### src/rtl/f1_start_ctrl.sv
// f1_start_ctrl: F1 start-light gantry sequencer with reaction timer.
//
// After a trigger, the 8 lamps light one per prescaler tick, stay fully lit
// for a pseudo-random number of ticks, then go dark. Reaction time is counted
// in clk cycles from lights-out until the react button is pressed. Pressing
// react while lamps are still lighting or held aborts with a jump-start flag.
//
// Ports:
//   clk        system clock
//   rst        asynchronous active-high reset
//   en         prescaler enable (freezes all tick-driven progress when low)
//   N          prescaler reload, tick period is N+1 enabled cycles
//   trigger    start request (level), accepted only in IDLE
//   react      driver button (level)
//   data_out   light bar
//   busy       high in LIGHTS, HOLD, TIMING
//   rt_valid   one-cycle pulse when rt_count is final
//   rt_count   reaction time in clk cycles, saturating
//   jump_start sticky jump-start flag, cleared by the next accepted trigger
//
// state  | meaning
// -------+------------------------------------------------------------
// IDLE   | lamps off, waiting for trigger
// LIGHTS | one more lamp per tick until all 8 are lit
// HOLD   | all lamps lit, counting down the random hold in ticks
// TIMING | lamps off, counting clk cycles until react
// DONE   | result held, waiting for react and trigger to both be low

module f1_start_ctrl #(
    parameter int WIDTH = 16,
    parameter int RT_W  = 16
) (
    input  logic             clk,
    input  logic             rst,
    input  logic             en,
    input  logic [WIDTH-1:0] N,
    input  logic             trigger,
    input  logic             react,
    output logic [7:0]       data_out,
    output logic             busy,
    output logic             rt_valid,
    output logic [RT_W-1:0]  rt_count,
    output logic             jump_start
);

    localparam logic [2:0] IDLE   = 3'd0;
    localparam logic [2:0] LIGHTS = 3'd1;
    localparam logic [2:0] HOLD   = 3'd2;
    localparam logic [2:0] TIMING = 3'd3;
    localparam logic [2:0] DONE   = 3'd4;

    logic [2:0]       state;
    logic [WIDTH-1:0] pcnt;
    logic [6:0]       hold;
    logic [6:0]       lfsr;
    logic             tick;

    assign tick = en && (pcnt == '0);
    assign busy = (state == LIGHTS) || (state == HOLD) || (state == TIMING);

    always_ff @(posedge clk or posedge rst) begin
        if (rst) begin
            state      <= IDLE;
            data_out   <= 8'h00;
            rt_valid   <= 1'b0;
            rt_count   <= '0;
            jump_start <= 1'b0;
            pcnt       <= '0;
            hold       <= 7'd0;
            lfsr       <= 7'h01;
        end else begin
            // Free-running so the hold length depends on when the trigger came.
            lfsr     <= {lfsr[5:0], lfsr[6] ^ lfsr[5]};
            rt_valid <= 1'b0;

            // Parked at N outside the lamp sequence so the first lamp always
            // lands a full tick period after the trigger.
            if (state == IDLE || state == DONE) begin
                pcnt <= N;
            end else if (tick) begin
                pcnt <= N;
            end else if (en) begin
                pcnt <= pcnt - 1'b1;
            end

            case (state)
                IDLE: begin
                    data_out <= 8'h00;
                    if (trigger) begin
                        state      <= LIGHTS;
                        jump_start <= 1'b0;
                        rt_count   <= '0;
                    end
                end
                LIGHTS: begin
                    // A press before lights-out beats any tick on the same edge.
                    if (react) begin
                        state      <= IDLE;
                        data_out   <= 8'h00;
                        jump_start <= 1'b1;
                    end else if (tick) begin
                        if (data_out == 8'hFF) begin
                            state <= HOLD;
                            hold  <= lfsr;
                        end else begin
                            data_out <= {data_out[6:0], 1'b1};
                        end
                    end
                end
                HOLD: begin
                    if (react) begin
                        state      <= IDLE;
                        data_out   <= 8'h00;
                        jump_start <= 1'b1;
                    end else if (tick) begin
                        hold <= hold - 7'd1;
                        if (hold == 7'd1) begin
                            state    <= TIMING;
                            data_out <= 8'h00;
                            rt_count <= '0;
                        end
                    end
                end
                TIMING: begin
                    if (react) begin
                        state    <= DONE;
                        rt_valid <= 1'b1;
                    end else if (rt_count != '1) begin
                        rt_count <= rt_count + 1'b1;
                    end
                end
                DONE: begin
                    if (!react && !trigger) begin
                        state <= IDLE;
                    end
                end
                default: begin
                    state    <= IDLE;
                    data_out <= 8'h00;
                end
            endcase
        end
    end

endmodule
### config.mk
export PLATFORM = sky130hd
export DESIGN_NAME = f1_start_ctrl
export DESIGN_NICKNAME = d
export VERILOG_FILES = /design/src/rtl/f1_start_ctrl.sv
export SDC_FILE = /design/constraint.sdc
export NUM_CORES = 1
export LEC_CHECK = 0
export BUFFER_PORTS_ARGS = -buffer_cell sky130_fd_sc_hd__buf_2
export CAP_MARGIN = 25
export CORE_MARGIN = 2
export CORE_UTILIZATION = 29
export CTS_BUF_LIST = sky130_fd_sc_hd__clkbuf_16
export DETAILED_ROUTE_END_ITERATION = 8
export PLACE_DENSITY = 0.51
export SYNTH_ARGS = -nofsm -noshare
export SYNTH_HDL_FRONTEND = slang
export SYNTH_SLANG_ARGS = --single-unit
### constraint.sdc
create_clock -name clk -period 5.1 [get_ports clk]
set_input_delay 0.51 -clock clk [delete_from_list [all_inputs] [get_ports clk]]
set_output_delay 0.51 -clock clk [all_outputs]
set_load 0.01 [all_outputs]
# Word-level counts from Yosys, hierarchy flattened
# Cells that the tools add are included.
# Widths: inputs -> output; s select.
# classes
add_sub_neg	3
eq_ne	24
mux	38
n_bitwise	2
reduce_logical	20
# op_table
cell	count
$mux 16	9
$mux 8	6
$pmux 16 s3	1
$mux 7	5
$mux 3	9
$pmux 8 s3	1
$add 16x1->16 const B	1
$logic_not 16->1	1
$ne 16x16->1 const B	1
$sub 16x1->16 const B	1
$pmux 3 s5	1
$ne 2x2->1 const B	7
$pmux 7 s2	1
$reduce_and 7->1	2
$ne 2x1->1 const B	5
$ne 3x3->1 const B	3
$eq 8x8->1 const B	1
$eq 7x1->1 const B	1
$sub 7x1->7 const B	1
$eq 3x2->1 const B	2
$ne 3x2->1 const B	2
$reduce_and 6->1	1
$reduce_bool 3->1	2
$reduce_and 5->1	1
13 further kinds	22
# totals
regBits	59
in_bits	21

# Logic depth before layout (Yosys ltp)
# depth
ltp_word	5
depth_mapped	9

# Worst setup path after synthesis
# Ideal clock, no wire load.
# synth_path
kind	register to register
start	reg pcnt[4]
end	reg state[0]
arrival_time_ns	1.873
required_ns	4.978
setup_slack_ns	3.105
stages_incl_launch_ff	7
n_path_buf	1
synth_period_minus_slack_ns	1.995
path_cell_list	dfrtp_1 or4_1 buf_6 nor2_8 nand2_2 or4_1 a32o_1
# synth_via
elab_chain_cells	4
word_cells_on_any_way	5
cone_classes	eq/ne (2); reduce/logical (3)
# synth_rtl
element	line_no	source
from (decl)	53	logic [WIDTH-1:0] pcnt;
from (signal assigned)	83	pcnt <= pcnt - 1'b1;
$logic_not 16->1 (*)	58	assign tick = en && (pcnt == '0);
$logic_and 1x1->1 (*)	58	
$ne 3x3->1 (no source line)	n/a	
$reduce_and 7->1 (no source line) (*)	n/a	
to (signal assigned)	63	state <= IDLE;
to (signal assigned)	90	state <= LIGHTS;
to (signal assigned)	98	state <= IDLE;
to (decl)	52	logic [2:0] state;
# Every way passes the cells marked *; elsewhere a longest branch is shown, timed or not.
# A chain may end at the register's enable or synchronous reset.

# Worst setup path in the final report
# layout_path
start	reg pcnt[0]
end	reg rt_count[5]
# layout_via
elab_chain_cells	4
# layout_rtl
element	line_no	source
$logic_not 16->1	58	
$logic_and 1x1->1	58	
$ne 2x2->1 (no source line)	n/a	
$reduce_and 7->1 (no source line)	n/a	
to (signal assigned)	129	rt_count <= rt_count + 1'b1;
to (decl)	42	output logic [RT_W-1:0] rt_count,
# No other way between the ends.

==> summary.txt <==
Drt via density - 5.35
Maximum VDD drop - 0.000140 V
Vias in the first global route - 2945
Deepest clock path buffer count - 2
Worst hold slack - 372 ps
FP Rows - 39
Outcome - finished, final reports clean
Worst path slowest cell - a21oi_2
Routed Antenna Nets - 0
Warnings from Yosys - 0
Num Clock Sinks - 59
Die W - 113 um
TritonRoute pass-1 iters - 4
Post-synth EDFFs - 0
Final Slew Violations - 0
Ys flop type - dfrtp_1
Crit-path cells - inv_1 > ha_1 > nor4bb_1 > and3_1 > nand3_1 > a21oi_2 > a31oi_1
Filler cells - 1140
Fraction of layout cells with a size suffix above 1 - 21.1%
Flop-to-flop setup slack - 2480 ps
Post-placement setup slack - 2440 ps
Critical path peak fanout - 17
Yosys top cell by area - dfrtp_1
CTS tree - done
RSZ-0062 raised after global routing - no
Port bufs - 47
CTS Hold Buffers Added - 0
Post-Place Cells - 558
Rel. slew slack - 42.3%
Post-Syn Area - 0.00342 sq mm
Synth Register Bits - 59
Layout area overhead - 18.7%
CP required - 5270 ps
WP data arrival - 2790 ps
CTS root buf - clkbuf_16
Largest net degree at the start of global routing - 60
Post-CTS resize count - 0
Worst-margin pin slew - 865 ps
CP Class - reg2reg
Count of different cell masters after synthesis - 62
DRC Markers - 0
Synth top area share - 42.4%
Final Util - 35.4%
Post-Synthesis Cells - 384
CTS H-tree depth - 3
Synthesized Nets - 410
Post-CTS Repair Setup Buffers - 0
Crit share post-route - 51.3%
Number of CTS-inserted buffers - 9
Largest cells by area after synthesis - dfrtp_1, nand3_1, nand2_1, a21oi_1, o21ai_0
Final non-filler cell total - 575
Via count of the routed design - 3078
Routed len/inst - 15.1 um
Endpoints failing setup - 0
Starting DRT DRC Count - 204
Max Cap Viol - 0
Final Wtd Congestion - 0.797
P per Cell Area - 334 mW/mm^2
Final WS setup - 2480 ps
DP Wirelength - 5.94 mm
Max stage delay on crit path - 720 ps
Gr ovfl total - 0
Avg Cell Area, Syn - 8.91 sq um
Final net count - 453
Core Region - 0.0115 sq mm
Io pins - 48
Final hold viol count - 0
Post-synthesis sequential area ratio - 43.2%
Highest clock rate - 0.382 GHz
Leakage power total - 1.76 nW
Antenna Cells - 0
Worst setup EP type - register
Initial antenna violation count - 0
Async SR Flop Fraction - 100%
Final WL - 8.68 mm
Commonest non-fill, non-tap cell in the layout - dfrtp_1
Fin crit period - 2620 ps
Startpoint Class - register
Worst-Skew Late Latency - 330 ps
Most frequent cells in the layout - dfrtp_1, buf_2, nand2_1
Die ar. - 0.0127 sq mm
Chip height - 113 um
Total GRT Usage - 14.3%
First-pass GRT wire length - 14.8 mm
Initial Utilization - 29.8%
Total Neg Setup Slack - 0 ps
Final clock skew - 7.30 ps
Worst hold path class - reg2reg
Clock-pin slew on the worst setup and hold paths - 60 ps
## Yosys cell counts, drive strengths merged, types with 9 or more instances
library cell  count
nand3            31
nor4              9
o211ai           10
dfrtp            58
nor3              9
clkbuf           12
a31oi            16
nor2             23
inv              24
o21ai            26
nand2            41
a21oi            27
## state kept, by name, summed over array words and instances (netlist names)
| signal | count |
|---|---|
| lfsr | 7 |
| pcnt | 16 |
| hold | 7 |
| state | 3 |
| rt_count | 16 |
| rt_valid | 1 |
| jump_start | 1 |
| data_out | 8 |
## final cells by class
| class | instances | area (sq um) | share of cell area, % |
|---|---|---|---|
| Tap cell | 143 | 179 | 4.41 |
| Clock buffer | 9 | 225 | 5.55 |
| Multi-Input combinational cell | 281 | 1750 | 43.0 |
| Timing Repair Buffer | 52 | 273 | 6.72 |
| Inverter | 24 | 90.1 | 2.22 |
| Clock inverter | 7 | 67.6 | 1.67 |
| Sequential cell | 59 | 1480 | 36.4 |
## layer usage
layer  track usage (%)  vias up  wire length [um]
met5                 0        -                 0
met4              4.15        0               102
met3              3.02       10               339
met2              22.0       58              4000
met1              20.2     1497              4240
li1                  -     1513                 -
## worst max-delay path, delay by kind of cell (launching register included)
family | cells | cell delay [ps]
AO/OA/AOI/OAI | 2 | 920
adder cells (fa/ha/maj) | 1 | 140
AND/OR/NAND/NOR | 3 | 880
flip-flops | 1 | 410
buffers and inverters | 1 | 100
## report_power, final
group | internal, mW | switching, mW
logic | 0.0752 | 0.114
clock network | 0.376 | 0.226
registers | 0.507 | 0.0567
total | 0.958 | 0.397
## worst paths after layout
check                      cells after the start          end  startpoint
min in group asynchronous                      3      pcnt[1]         rst
max in group asynchronous                      3  data_out[5]         rst
setup / recovery                               7  rt_count[5]     pcnt[0]
hold reg to reg                                0      lfsr[3]     lfsr[2]
hold / removal                                 0      lfsr[3]     lfsr[2]
setup reg to reg                               7  rt_count[5]     pcnt[0]
## per-stage QoR
| stage | area [sq um] | power (mW) |
|---|---|---|
| 2_1_floorplan | 3420 | 0.705 |
| 3_3_place_gp | 3760 | 0.758 |
| 3_5_place_dp | 3760 | 0.763 |
| 4_1_cts | 4050 | 1.37 |
| 5_1_grt | 4060 | 1.43 |
| 6_report | 4060 | 1.36 |
## cell families after synthesis
| group | Yosys count | synth area share [%] |
|---|---|---|
| AND/OR/NAND/NOR | 157 | 25.0 |
| buffers and inverters | 44 | 5.74 |
| XOR/XNOR | 1 | 0.256 |
| multiplexers | 4 | 1.17 |
| AO/OA/AOI/OAI | 114 | 22.8 |
| adder cells (fa/ha/maj) | 5 | 1.83 |
| flip-flops | 59 | 43.2 |
No activity file was read; power rests on OpenSTA's default activity.
